==> src/rtl/audio_pkg.sv <==
// Shared audio-path constants and the stereo sample word type.
package audio_pkg;

  localparam int SAMPLE_BITS = 16;
  localparam int CLK_DIV     = 8;

  typedef logic [2*SAMPLE_BITS-1:0] stereo_sample_t;

endpackage

==> src/rtl/i2s_clk_gen.sv <==
// I2S bit-clock divider: BCLK register plus a one-cycle strobe
// coincident with each BCLK falling edge (the slot boundary).
module i2s_clk_gen #(
  parameter int CLK_DIV = audio_pkg::CLK_DIV
) (
  input  logic clk,
  input  logic rst,
  output logic bclk,
  output logic fall_stb
);

  localparam int DW = (CLK_DIV > 1) ? $clog2(CLK_DIV) : 1;
  localparam logic [DW-1:0] DIV_LAST = DW'(CLK_DIV - 1);

  logic [DW-1:0] div_cnt;
  logic          wrap;

  assign wrap     = (div_cnt == DIV_LAST);
  assign fall_stb = wrap & bclk;

  always_ff @(posedge clk or posedge rst) begin
    if (rst) begin
      div_cnt <= '0;
      bclk    <= 1'b0;
    end else begin
      div_cnt <= wrap ? '0 : div_cnt + DW'(1);
      if (wrap) bclk <= ~bclk;
    end
  end

endmodule

==> src/rtl/i2s_tx.sv <==
// Stereo I2S transmitter; define I2S_LEFT_JUSTIFIED_EN for the
// left-justified format instead of standard one-BCLK-delayed I2S.
module i2s_tx #(
  parameter int SAMPLE_BITS = audio_pkg::SAMPLE_BITS,
  parameter int CLK_DIV     = audio_pkg::CLK_DIV
) (
  input  logic                     clk_i,
  input  logic                     rst_i,
  input  logic [2*SAMPLE_BITS-1:0] sample_i,
  output logic                     sample_req_o,
  output logic                     i2s_bclk_o,
  output logic                     i2s_lrclk_o,
  output logic                     i2s_sdata_o
);

  localparam int FB = 2 * SAMPLE_BITS;
  localparam int SW = (FB > 1) ? $clog2(FB) : 1;
  localparam logic [SW-1:0] LAST  = SW'(FB - 1);
  localparam logic [SW-1:0] RIGHT = SW'(SAMPLE_BITS);

  logic          fall_stb;
  logic          bclk;
  logic [SW-1:0] slot;
  logic [SW-1:0] ns;
  logic [FB-1:0] sh;
  logic          tx_bit;
  logic          lrclk;
  logic          sdata;
  logic          req;

  i2s_clk_gen #(
    .CLK_DIV(CLK_DIV)
  ) u_clk_gen (
    .clk      (clk_i),
    .rst      (rst_i),
    .bclk     (bclk),
    .fall_stb (fall_stb)
  );

  assign ns = (slot == LAST) ? '0 : slot + SW'(1);

`ifdef I2S_LEFT_JUSTIFIED_EN
  // Slot 0 carries the MSB of the word being loaded this edge
  always_comb begin
    tx_bit = 1'b0;
    if (ns == '0) tx_bit = sample_i[FB-1];
    else          tx_bit = sh[LAST - ns];
  end
`else
  logic last_bit;

  always_comb begin
    tx_bit = 1'b0;
    if (ns == '0) tx_bit = last_bit;
    else          tx_bit = sh[SW'(FB) - ns];
  end

  // Saved ahead of the reload so slot 0 can still send the old LSB
  always_ff @(posedge clk_i or posedge rst_i) begin
    if (rst_i) begin
      last_bit <= 1'b0;
    end else if (fall_stb && ns == LAST) begin
      last_bit <= sh[0];
    end
  end
`endif

  always_ff @(posedge clk_i or posedge rst_i) begin
    if (rst_i) begin
      slot  <= '0;
      sh    <= '0;
      lrclk <= 1'b0;
      sdata <= 1'b0;
      req   <= 1'b0;
    end else begin
      req <= fall_stb && (ns == LAST);
      if (fall_stb) begin
        slot  <= ns;
        lrclk <= (ns >= RIGHT);
        sdata <= tx_bit;
        if (ns == '0) sh <= sample_i;
      end
    end
  end

  assign sample_req_o = req;
  assign i2s_bclk_o   = bclk;
  assign i2s_lrclk_o  = lrclk;
  assign i2s_sdata_o  = sdata;

endmodule
==> config.mk <==
export PLATFORM = sky130hd
export DESIGN_NAME = i2s_tx
export DESIGN_NICKNAME = d
export VERILOG_FILES = /design/src/rtl/audio_pkg.sv /design/src/rtl/i2s_clk_gen.sv /design/src/rtl/i2s_tx.sv
export SDC_FILE = /design/constraint.sdc
export NUM_CORES = 1
export LEC_CHECK = 0
export CORE_MARGIN = 2
export CORE_UTILIZATION = 47
export DETAILED_ROUTE_END_ITERATION = 10
export PLACE_DENSITY_LB_ADDON = 0.1
export REMOVE_ABC_BUFFERS = 1
export SKIP_LAST_GASP = 1
export SYNTH_ARGS = -nofsm -noshare
export SYNTH_HDL_FRONTEND = slang
export SYNTH_SLANG_ARGS = --single-unit
==> constraint.sdc <==
create_clock -name clk_i -period 3.05 [get_ports clk_i]
set_clock_uncertainty 0.15 [all_clocks]
set_input_delay 0.305 -clock clk_i [delete_from_list [all_inputs] [get_ports clk_i]]
set_output_delay 0.305 -clock clk_i [all_outputs]
set_load 0.1 [all_outputs]
* Word-level counts from Yosys, hierarchy flattened *
Index checks and enable logic that the tools add are counted.

word-level totals
  register bits = 45
  input port bits = 34
  output and inout bits = 4
  logic and storage cells = 26

operators by class
  $add $sub $neg = 3
  magnitude comparators = 2
  eq/ne operators = 3
  mux-type cells = 5
  bitwise gates (word level) = 2
  reduce and logical (&&, ||, !) cells = 3

operator list
  cell                   number
  $eq A5 B5 Y1 const B   2
  $lt A5 B6 Y1 const B   1
  $add A5 B1 Y5 const B  1
  $bmux W1 S5            1
  $ge A5 B5 Y1 const B   1
  $logic_not A5 Y1       1
  $mux W5                1
  $sub A1 B5 Y5 const A  1
  $add A3 B1 Y3 const B  1
  $eq A3 B3 Y1 const B   1
  $mux W3                1
  $mux W1                2
  $reduce_and A2 Y1      1
  $and A1 B1 Y1          1
  $logic_and A1 B1 Y1    1
  $not A1 Y1             1

* Logic depth before layout (Yosys ltp) *
  depth after elaboration = 6
  depth in mapped cells = 14

* Hierarchy *
From an unflattened synthesis, not the netlist that was laid out.

unflattened totals
  cells, all modules = 186
  area total of the unflattened synthesis = 2328.5 um^2

by module, submodules not included
  module       times used  cells an instance  area an instance (um^2)  seq. area each (um^2)
  i2s_tx       1           176                2179.6                   1001.0
  i2s_clk_gen  1           10                 148.9                    100.1

* Worst setup path before layout *
OpenSTA, ideal clock, no wires.

  kind = register -> register
  start point = register slot[4]
  end point = register sh[10]
  setup time = 0.125 ns
  data arrival time = 2.759 ns
  required time = 2.775 ns
  path slack = 0.016 ns
  stages on the path, launching flop included = 11
  clock period less this slack = 3.034 ns
  cell sequence = dfrtp_1 ha_1 buf_2 nor2_1 mux2i_2 inv_1 nor2_1 ha_1 nand3_1 buf_1 mux2_2

on the way
  longest elaborated chain between the ends = 4
  elaborated cells on any way between the ends = 5

RTL lines
  item                                           RTL line      text
  from (decl)                                    i2s_tx.sv:23  logic [SW-1:0] slot;
  from (signal assigned)                         i2s_tx.sv:78  slot <= ns;
  $add A5 B1 Y5 or $eq A5 B5 Y1 (tied branches)  i2s_tx.sv:40  assign ns = (slot == LAST) ? '0 : slot + SW'(1);
  $mux W5 *                                      i2s_tx.sv:40
  $logic_not A5 Y1 *                             i2s_tx.sv:81  if (ns == '0) sh <= sample_i;
  $reduce_and A2 Y1 (no line) *                  --
  to (signal assigned)                           i2s_tx.sv:81
  to (decl)                                      i2s_tx.sv:25  logic [FB-1:0] sh;

Mark *: on every way between the ends. The rest lies on a longest branch, timed or not.
A chain may end at the register's enable or synchronous reset.

* Worst setup path after layout *
  start point = register slot[1]
  end point = register sdata, in the netlist i2s_sdata_o

on the way
  longest elaborated chain between the ends = 6
  elaborated cells on any way between the ends = 8

RTL lines
  item                                           RTL line      text
  $add A5 B1 Y5 or $eq A5 B5 Y1 (tied branches)  i2s_tx.sv:40
  $mux W5 *                                      i2s_tx.sv:40
  $sub A1 B5 Y5                                  i2s_tx.sv:55  else tx_bit = sh[SW'(FB) - ns];
  $bmux W1 S5                                    i2s_tx.sv:55
  $mux W1 (not written as such)                  i2s_tx.sv:55
  $mux W1 *                                      i2s_tx.sv:54  if (ns == '0) tx_bit = last_bit;
  to (signal assigned)                           i2s_tx.sv:80  sdata <= tx_bit;
  to (decl)                                      i2s_tx.sv:28  logic sdata;

Mark *: on every way between the ends. The rest lies on a longest branch, timed or not. The select of a mux whose other input is x is not followed.

==> metrics <==
largest net degree at the start of global routing 45; Synth Area per Inst about 12 sq um; number of global-route vias before repair roughly 1600; final setup violation count 0; Syn. warnings 0; commonest non-fill, non-tap cell in the layout dfrtp_1; Finished Cell Area 2768 sq um; pre-CTS setup slack 0.2074 ns; Area Growth Syn to Fin 25.47%; worst skew pair latency slightly below 0.3 ns; Die Wd 72.51 microns; CP max stage cell dfrtp_1; Placer Congestion 0.8243; area leader, netlist dfrtp_1; crit path launch type flip-flop; Longest Clk Path Bufs 2; Setup WS post-layout 0.2398 ns; total CTS buffers 5; Initial Util 49.63%; hold-fix buffers at CTS 0; Layout Nets ~270; RSZ-0062 raised after global routing false; Crit Path Category reg -> reg; Hold Path Class reg -> reg; Final Cycle Share 92.14%; Max Fanout on Critical Path 6; Final ANT Viol Nets 0; Syn Std Cell Area 2206 sq um; initial antenna violation count 0; CP cell instances ha_1 > and3_2 > ha_2 > nor2b_1 > mux2i_2 > buf_4 > xnor2_1 > mux4_2 > o2bb2a_4 > o32ai_2; Hold Vio Cnt, Final 0; Layout fillers 359; TritonCTS clock tree yes; Core Region ~4400 sq um; Gate Count Post-Synth 183; Root Driver clkbuf_8; Starting DRT DRC Count 78; GR Util All Layers 19.02%; fraction of layout cells with a size suffix above 1 29.20%; status completed; Die Ht 72.51 microns; Pwr Total 1.096 mW; Final min period 2.810 ns; total grt overflow 0; Critical Path RT 3.10 ns; DRT Pass-1 Iters 4; die area 5257 sq um; pwr dens between 300 and 400 nW/um^2; post-synth top area share 49.91%; sequential area share after synthesis about half; Clk pin slew, worst setup/hold paths 0.08 ns; Worst Max-Slew Pin Slew 0.5481 ns; Max-cap violations 0; Critical Path AT 2.86 ns; Max Freq 355.8 MHz; Final HPWL DP 3328 microns; via count about 1500; synthesized flop and latch total 44; CP max stage delay 0.42 ns; DP Area between 2000 and 3000 sq um; # IOs 38; Yosys cell types 43; n_diodes 0; CTS sink cnt 44; Max Slew Vio Count 0; Slew HR 63.46%; CTS H-tree lvls 2; DRC 0; Peak VDD IR 0.3065 mV; static leakage 1.184 nW; final wirelength 4423 microns; IO buf count 37; first-pass GRT wire length 7686 microns; vias per inst about 5.5; Core Rows 24; commonest non-fill, non-tap cells in the layout dfrtp_1 (44), mux2_2 (33), clkdlybuf4s50_1 (33), nand2_1 (16), buf_4 (13); Avg WL per Cell 15.91 microns; Critical Path End Type flip-flop; top post-synthesis cells by area dfrtp_1 (50%), mux2_2 (17%), ha_1 (2.8%)
[cell families (layout without fill, tap and decap cells)]
group	count (synthesis)	after routing	share of synthesized area (%)
simple gates	39	39	8.622
fa+ha+maj	5	5	2.836
buf+inv	16	59	3.233
flops	44	44	49.92
compound gates	33	33	11.69
xor+xnor	8	8	3.857
mux	38	38	19.85
[final timing paths]
kind | startpoint | to | slack, ns | depth (start not counted)
setup / recovery | slot[1] | i2s_sdata_o | 0.24 | 10
hold reg to reg | u_clk_gen.div_cnt[0] | u_clk_gen.div_cnt[0] | 0.30 | 1
max in group asynchronous | rst_i | sh[4] | 2.07 | 3
setup reg to reg | slot[1] | i2s_sdata_o | 0.24 | 10
min in group asynchronous | rst_i | sh[12] | 0.31 | 3
hold / removal | u_clk_gen.div_cnt[0] | u_clk_gen.div_cnt[0] | 0.30 | 1
[layer usage]
| layer | up-vias | wire length, microns | GRT usage (%) |
|---|---|---|---|
| li1 | 740 | - | - |
| met2 | 35 | 2324 | 33.44 |
| met3 | 9 | 170 | 3.889 |
| met4 | 0 | 67 | 6.379 |
| met5 | - | 0 | 0 |
| met1 | 757 | 1862 | 23.31 |
[where the power goes]
| part | internal, mW | switching, mW |
|---|---|---|
| combinational | 0.0582 | 0.0302 |
| sequential | 0.605 | 0.0127 |
| clock | 0.202 | 0.188 |
[Yosys cell counts]
cell type,n
dfrtp_1,44
mux2_2,33
nand2_1,16
o21ai_0,8
a22oi_1,5
ha_1,5
inv_1,5
nor2_1,5
xor2_1,4
a21oi_1,3
buf_1,3
buf_2,3
clkbuf_1,3
mux2i_1,3
nand3_1,3
nor2b_1,3
nor3_1,3
o211ai_1,3
a211oi_1,2
and2_1,2
buf_4,2
nand4_1,2
xnor2_1,2
xnor2_2,2
a2111o_1,1
a2111oi_0,1
a21o_1,1
a21oi_2,1
a221oi_1,1
a311o_1,1
a31oi_1,1
a41o_2,1
and3_2,1
mux2i_2,1
mux4_2,1
nor2_2,1
nor3b_1,1
nor4b_1,1
o2111a_1,1
o21a_1,1
o2bb2a_4,1
o32ai_2,1
or2b_1,1
[through the flow]
step	TNS, ns	hold WS [ns]	util [%]	instances
floorplan	-24.73	0.2531	-	172
global placement	0	0.2652	59.83	270
detailed placement	0	0.2902	59.83	270
CTS	0	0.3017	61.99	277
global route	0	0.3173	62.27	278
finish	0	0.2956	62.27	278
[flip-flops by register name, indices dropped and copies added (netlist names)]
| name | count |
|---|---|
| i2s_sdata_o | 1 |
| last_bit | 1 |
| sample_req_o | 1 |
| sh | 32 |
| slot | 5 |
| u_clk_gen.bclk | 1 |
| u_clk_gen.div_cnt | 3 |
[repair_timing]
action                     in CTS  in global routing
setup endpoints to repair       0                  1
gates resized for setup         0                  2
setup buffers                   0                  1
[critical path, delay by kind of cell, from the launching register on]
kind	cells	cell delay (ns)
mux	2	0.47
compound gates	2	0.48
buf+inv	1	0.16
xor+xnor	1	0.31
flops	1	0.42
fa+ha+maj	2	0.41
simple gates	2	0.32
[final cells by class]
class                           instances  area, sq um  area share (%)
Clock buffer                            7        96.34           3.481
Inverter                                5        18.77          0.6781
Multi-Input combinational cell        123         1039           37.52
Sequential cell                        44         1101           39.78
Tap cell                               52        65.06           2.351
Timing Repair Buffer                   47        447.9           16.18
(Power assumes the default switching activity.)
